$ cat src/rtl/addsub_pkg.sv
// Shared types and helpers for the sequential add/subtract unit.
package addsub_pkg;

    typedef enum logic {
        OP_SUB = 1'b0,
        OP_ADD = 1'b1
    } op_e;

    typedef enum logic [1:0] {
        S_IDLE = 2'd0,
        S_RUN  = 2'd1,
        S_DONE = 2'd2
    } state_e;

    // Two's-complement range overflow from the operand and result sign bits.
    // Valid for both operations, with or without a carry/borrow in.
    function automatic logic signed_ovf(input logic is_add, input logic a_msb,
                                        input logic b_msb, input logic r_msb);
        logic ovf_v;
        if (is_add) begin
            ovf_v = (a_msb == b_msb) && (r_msb != a_msb);
        end else begin
            ovf_v = (a_msb != b_msb) && (r_msb != a_msb);
        end
        return ovf_v;
    endfunction

endpackage

$ cat src/rtl/addsub_chunk.sv
// One CHUNK-bit slice of the add/subtract ripple chain (purely combinational).
module addsub_chunk
    import addsub_pkg::*;
#(
    parameter int CHUNK = 4
) (
    input  logic [CHUNK-1:0] i_a,
    input  logic [CHUNK-1:0] i_b,
    input  op_e              i_op,
    input  logic             i_cin,
    output logic [CHUNK-1:0] o_sum,
    output logic             o_cout
);

    logic [CHUNK:0] w_chain;

    // Ripple the carry (add) or borrow (subtract) through the slice bit by bit.
    always_comb begin
        w_chain    = '0;
        o_sum      = '0;
        w_chain[0] = i_cin;
        for (int i = 0; i < CHUNK; i++) begin
            o_sum[i] = i_a[i] ^ i_b[i] ^ w_chain[i];
            if (i_op == OP_ADD) begin
                w_chain[i+1] = (i_a[i] & i_b[i]) | ((i_a[i] ^ i_b[i]) & w_chain[i]);
            end else begin
                w_chain[i+1] = (~i_a[i] & i_b[i]) | (~(i_a[i] ^ i_b[i]) & w_chain[i]);
            end
        end
        o_cout = w_chain[CHUNK];
    end

endmodule

$ cat src/rtl/seq_addsub_nbit.sv
// Multi-cycle add/subtract: CHUNK bits per clock through a registered
// carry/borrow, with start/done handshake and full status flags.
module seq_addsub_nbit
    import addsub_pkg::*;
#(
    parameter int WIDTH = 8,
    parameter int CHUNK = 4
) (
    input  logic             clk,
    input  logic             rst_n,
    input  logic             start,
    input  logic             op,
    input  logic             signed_mode,
    input  logic [WIDTH-1:0] a,
    input  logic [WIDTH-1:0] b,
    input  logic             cin,
    output logic             busy,
    output logic             done,
    output logic [WIDTH-1:0] result,
    output logic             cout,
    output logic             negative,
    output logic             zero,
    output logic             overflow
);

    localparam int NCHUNK = WIDTH / CHUNK;
    localparam int IDXW   = (NCHUNK > 1) ? $clog2(NCHUNK) : 1;
    localparam logic [IDXW-1:0] LAST_IDX = IDXW'(NCHUNK - 1);
    localparam int MSB    = WIDTH - 1;

    generate
        if ((WIDTH % CHUNK) != 0 || WIDTH < CHUNK) begin : g_bad_cfg
            $error("seq_addsub_nbit: WIDTH must be a positive multiple of CHUNK");
        end
    endgenerate

    state_e           r_state;
    state_e           w_state_nxt;
    logic [WIDTH-1:0] r_a;
    logic [WIDTH-1:0] r_b;
    op_e              r_op;
    logic             r_signed;
    logic             r_chain;
    logic [IDXW-1:0]  r_idx;
    logic [WIDTH-1:0] r_result;
    logic             r_busy;
    logic             r_done;
    logic             r_cout;
    logic             r_neg;
    logic             r_zero;
    logic             r_ovf;

    int               w_base;
    logic             w_last;
    logic             w_accept;
    logic [CHUNK-1:0] w_sum;
    logic             w_cout;
    logic [WIDTH-1:0] w_result_fin;
    logic             w_ovf_fin;
    logic             w_neg_fin;

    assign busy     = r_busy;
    assign done     = r_done;
    assign result   = r_result;
    assign cout     = r_cout;
    assign negative = r_neg;
    assign zero     = r_zero;
    assign overflow = r_ovf;

    assign w_base = int'(r_idx) * CHUNK;
    assign w_last = (r_idx == LAST_IDX);

    addsub_chunk #(.CHUNK(CHUNK)) u_chunk (
        .i_a    (r_a[w_base +: CHUNK]),
        .i_b    (r_b[w_base +: CHUNK]),
        .i_op   (r_op),
        .i_cin  (r_chain),
        .o_sum  (w_sum),
        .o_cout (w_cout)
    );

    // A new request is taken when idle or in the done cycle (back-to-back).
    always_comb begin
        w_accept = 1'b0;
        if (start && (r_state == S_IDLE || r_state == S_DONE)) begin
            w_accept = 1'b1;
        end else begin
            w_accept = 1'b0;
        end
    end

    // Next-state logic for the idle/run/done sequence.
    always_comb begin
        w_state_nxt = r_state;
        case (r_state)
            S_IDLE: begin
                if (start) w_state_nxt = S_RUN;
                else       w_state_nxt = S_IDLE;
            end
            S_RUN: begin
                if (w_last) w_state_nxt = S_DONE;
                else        w_state_nxt = S_RUN;
            end
            S_DONE: begin
                if (start) w_state_nxt = S_RUN;
                else       w_state_nxt = S_IDLE;
            end
            default: w_state_nxt = S_IDLE;
        endcase
    end

    // Final result (with the slice being written this cycle) and its flags.
    always_comb begin
        w_result_fin = r_result;
        w_result_fin[w_base +: CHUNK] = w_sum;
        if (r_signed) begin
            w_ovf_fin = signed_ovf(r_op == OP_ADD, r_a[MSB], r_b[MSB], w_result_fin[MSB]);
            w_neg_fin = w_result_fin[MSB] ^ w_ovf_fin;
        end else begin
            w_ovf_fin = w_cout;
            if (r_op == OP_SUB) w_neg_fin = w_cout;
            else                w_neg_fin = 1'b0;
        end
    end

    // State register.
    always_ff @(posedge clk) begin
        if (!rst_n) begin
            r_state <= S_IDLE;
        end else begin
            r_state <= w_state_nxt;
        end
    end

    // Operand latches, chunk walk, result/flag registers and handshake outputs.
    always_ff @(posedge clk) begin
        if (!rst_n) begin
            r_a      <= '0;
            r_b      <= '0;
            r_op     <= OP_SUB;
            r_signed <= 1'b0;
            r_chain  <= 1'b0;
            r_idx    <= '0;
            r_result <= '0;
            r_cout   <= 1'b0;
            r_neg    <= 1'b0;
            r_zero   <= 1'b0;
            r_ovf    <= 1'b0;
            r_busy   <= 1'b0;
            r_done   <= 1'b0;
        end else begin
            if (w_accept) begin
                r_a      <= a;
                r_b      <= b;
                r_op     <= op_e'(op);
                r_signed <= signed_mode;
                r_chain  <= cin;
                r_idx    <= '0;
            end else if (r_state == S_RUN) begin
                r_result[w_base +: CHUNK] <= w_sum;
                r_chain <= w_cout;
                if (w_last) begin
                    r_cout <= w_cout;
                    r_zero <= (w_result_fin == '0);
                    r_neg  <= w_neg_fin;
                    r_ovf  <= w_ovf_fin;
                end else begin
                    r_idx <= r_idx + IDXW'(1);
                end
            end else begin
                r_chain <= r_chain;
            end
            r_busy <= (w_state_nxt == S_RUN);
            r_done <= (w_state_nxt == S_DONE);
        end
    end

endmodule

$ cat config.mk
export PLATFORM = sky130hd
export DESIGN_NAME = seq_addsub_nbit
export DESIGN_NICKNAME = d
export VERILOG_FILES = /design/src/rtl/addsub_pkg.sv /design/src/rtl/addsub_chunk.sv /design/src/rtl/seq_addsub_nbit.sv
export SDC_FILE = /design/constraint.sdc
export NUM_CORES = 1
export LEC_CHECK = 0
export ABC_AREA = 1
export CORE_ASPECT_RATIO = 0.7
export CORE_MARGIN = 1
export CORE_UTILIZATION = 35
export CTS_BUF_LIST = sky130_fd_sc_hd__clkbuf_16
export CTS_CLUSTER_DIAMETER = 200
export DETAILED_ROUTE_END_ITERATION = 10
export SLEW_MARGIN = 40
export SYNTH_ARGS = -nofsm -noshare
export SYNTH_HDL_FRONTEND = slang
export SYNTH_HIERARCHICAL = 1
export SYNTH_SLANG_ARGS = --single-unit
$ cat constraint.sdc
create_clock -name clk -period 3.8 [get_ports clk]
set_input_delay 0.76 -clock clk [delete_from_list [all_inputs] [get_ports clk]]
set_output_delay 0.76 -clock clk [all_outputs]
set_load 0.02 [all_outputs]
==> summary.md <==
| Metric | Value |
|---|---|
| Slowest-stage cell, CP | fa_1 |
| Leak | 0.000981 uW |
| Diode count | 0 |
| GRT Total Usage | 0.162 |
| Total setup buffers inserted after CTS | 0 |
| Worst EP arrival | ~3.6 ns |
| Setup crit start kind | flop |
| Core area | between 4000 and 5000 sq um |
| Tmin final | 3.39 ns |
| Critical setup path kind | flop to flop |
| Top Ports | 36 |
| Final Max Tran Viols | 0 |
| Largest family of logic cells by synthesized area | simple AND/OR/NAND/NOR gates |
| FP Rows | 20 |
| DR iter-0 viols | 54 |
| Avg WL per Cell | approximately 11 um |
| Initial antenna violation count | 0 |
| FF-to-FF setup slack | 0.41 ns |
| Die area | 5180 sq um |
| H-tree depth | 2 |
| # fillers | about 470 |
| Worst VDD drop | 0.000170 V |
| FF+latch count, synth | 36 |
| Final setup fails | 0 |
| Yosys top cell area share | 0.421 |
| Critical Path Start | r_idx$_SDFFE_PP0N_ |
| RR Startpoint | r_idx$_SDFFE_PP0N_ |
| Worst-Skew Late Latency | approximately 0.28 ns |
| RSZ-0062 raised after global routing | false |
| Post-synthesis compound-gate area fraction | 0.147 |
| Synthesis Warnings | 6 |
| Worst-path clk slew | approximately 0.05 ns |
| Post-synthesis adder-cell area fraction | 0.0936 |
| Syn avg cell area | around 7.3 sq um |
| Vias in the first global route | ~1400 |
| CP cell instances | nand2_1, nand2_1, inv_1, fa_1, nand2_1, nand2_1, fa_1, nand2_1, nand2_1, fa_1, inv_1, nand2_1, nand2_1, fa_1, inv_1, nand2_1, o21ai_0, nand2_1, nand2_1, nand3_1, a21oi_1 |
| DRC Markers | 0 |
| Setup TNS | 0 ns |
| Cts bufs inserted | 5 |
| Relative slew slack | 0.678 |
| Initial core utilization | 0.380 |
| DP Worst Slack | approximately 0.45 ns |
| HP Class | flop to flop |
| Final ANT Viol Nets | 0 |
| RD Place Congestion | ~0.77 |
| EDFF count, synth | 0 |
| Final hold viol count | 0 |
| CP Capture Type | flop |
| Simple-Gate Fraction of Synth Area | 0.250 |
| CP dominant cell by count | nand2_1 |
| Max-cap check violation count | 0 |
| Post-route setup slack | 0.414 ns |
| # hold bufs at CTS | 0 |
| Top cells by area, synth | dfxtp_1 (42%), nand2_1 (12%), fa_1 (9.4%), nor2_1 (7.5%), o21ai_0 (5.3%) |
| Final WL | 3.53 mm |
| Largest net degree at the start of global routing | 27 |
| Max Freq | ~300 MHz |
| Final cycle utilization of the critical path | 0.891 |
| Post-synthesis cell count | around 230 |
| Register area share after synthesis | 0.421 |
| CTS Buffer Depth | 2 |
| Gr ovfl total | 0 |
| Layout cells sized above 1 | 0.0812 |
| Syn Nets | between 200 and 300 |
| Iteration count of the initial detailed-routing pass | 4 |
| DR vias/cell | roughly 4.7 |
| CTS tree | built |
| Critical hold path startpoint | result[5]$_SDFFE_PN0P_ |
| Cell Area, Synth | 1710 sq um |
| Measured slew at the worst slew-check pin | between 0.4 and 0.5 ns |
| Die X | approximately 86 um |
| Largest stage delay on the critical path | approximately 0.4 ns |
| First-pass GRT wire length | roughly 6.4 mm |
| Synth Area in XOR/XNOR | 0 |
| Nets | 300 |
| Vias | around 1500 |
| Power Density | about 460 nW/um^2 |
| Area Overhead vs Synth | 31.1% |
| Final HPWL DP | ~2.6 mm |
| DP Cell Count | between 300 and 400 |
| Crit path max fanout | 4 |
| Post-cts sizing count | 0 |
| Mux contribution to synthesized area | 0 |
| Root Driver | clkbuf_16 |
| Most used DFF post-synth | dfxtp_1 |
| CTS Sinks | 36 |
| Die height | a little over 60 um |
| Clk_skew | between 0.005 and 0.006 ns |
| Synth cell types | 21 |
| Asr flop ratio synth | 0 |
| Outcome | finished clean |
| Synth area leader | dfxtp_1 |
| Worst EP required | ~4.0 ns |
| Number of port buffers | 35 |
| Non-Filler Instances | around 330 |
==> metrics by stage <==
stage                     instance area (sq um)  hold slack (ns)  total power, uW  utilization
final                                      2240            0.463             1030        0.498
after detailed placement                   2110            0.458              647        0.469
after global routing                       2240            0.490             1090        0.498
after global placement                     2110            0.454              646        0.469
after CTS                                  2250            0.471             1030        0.499
after floorplan                            1710            0.455              573            -
==> synthesized netlist by cell type (2+ instances only) <==
library cell  count
a211oi_1          4
a21oi_1          11
a31oi_1           2
buf_4             2
clkbuf_1          4
dfxtp_1          36
fa_1              8
inv_1            24
inv_2             7
nand2_1          53
nand2_2           3
nand3_1          13
nor2_1           34
o21ai_0          18
o21ai_1           8
==> final timing paths <==
kind / end / cells past startpoint
max: overflow$_SDFFE_PN0P_ / 21
min: result[5]$_SDFFE_PN0P_ / 1
max reg2reg: overflow$_SDFFE_PN0P_ / 21
min reg2reg: result[5]$_SDFFE_PN0P_ / 1
==> state kept, by name (all words and copies together) (netlist names) <==
name and cells:
r_a 8, r_b 8, result 8, r_state 2
busy 1, cout 1, done 1, negative 1
overflow 1, r_chain 1, r_idx 1, r_op 1
r_signed 1, zero 1
==> area by class of cell <==
type                    instances  area, sq um  share of cell area
clock buffers                   5          125              0.0557
clock inverters                 3         13.8             0.00613
inverters                      31          116              0.0518
multi-input cells             159          840               0.374
flip-flops and latches         36          721               0.321
well taps                      55         68.8              0.0307
repair buffers                 37          360               0.161
==> cell families (layout without fill, tap and decap cells) <==
logic type,after synthesis,in the layout
simple gates,105,105
compound gates,46,46
flops,36,36
buf+inv,38,76
fa+ha+maj,8,8
==> placed cells by master, fill, tap and decap left out, drive strengths merged <==
cell type / instances
nand3: 13
clkbuf: 5
buf: 3
nand4: 1
nor2: 35
clkdlybuf4s50: 34
inv: 31
a211oi: 4
clkinv: 3
dfxtp: 36
nand2: 56
o211ai: 1
o21ai: 26
a31oi: 2
o21a: 1
a21oi: 12
fa: 8
==> critical path, delay by kind of cell, from the launching register on <==
| kind | cells | cell delay [ns] |
|---|---|---|
| AND/OR/NAND/NOR | 12 | 0.87 |
| buffers and inverters | 3 | 0.24 |
| flip-flops | 1 | 0.38 |
| adder cells (fa/ha/maj) | 4 | 1.55 |
| AO/OA/AOI/OAI | 2 | 0.24 |
==> report_power, final <==
group          switching [uW]  leakage [uW]  internal (uW)
Clock                     149     0.0000710            238
Sequential               17.0      0.000296            406
Combinational             129      0.000614           87.0
Total                     295      0.000981            730
==> layer usage <==
metal / global-route usage / wire [um] / up-vias / part of all wire
met4: 0.0500 / 27 / 0 / 0.0077
met5: 0 / 0 / - / 0
met2: 0.230 / 1420 / 34 / 0.40
met3: 0.0503 / 167 / 4 / 0.047
li1: - / - / 804 / -
met1: 0.235 / 1910 / 684 / 0.54
No activity file was read; power rests on OpenSTA's default activity.
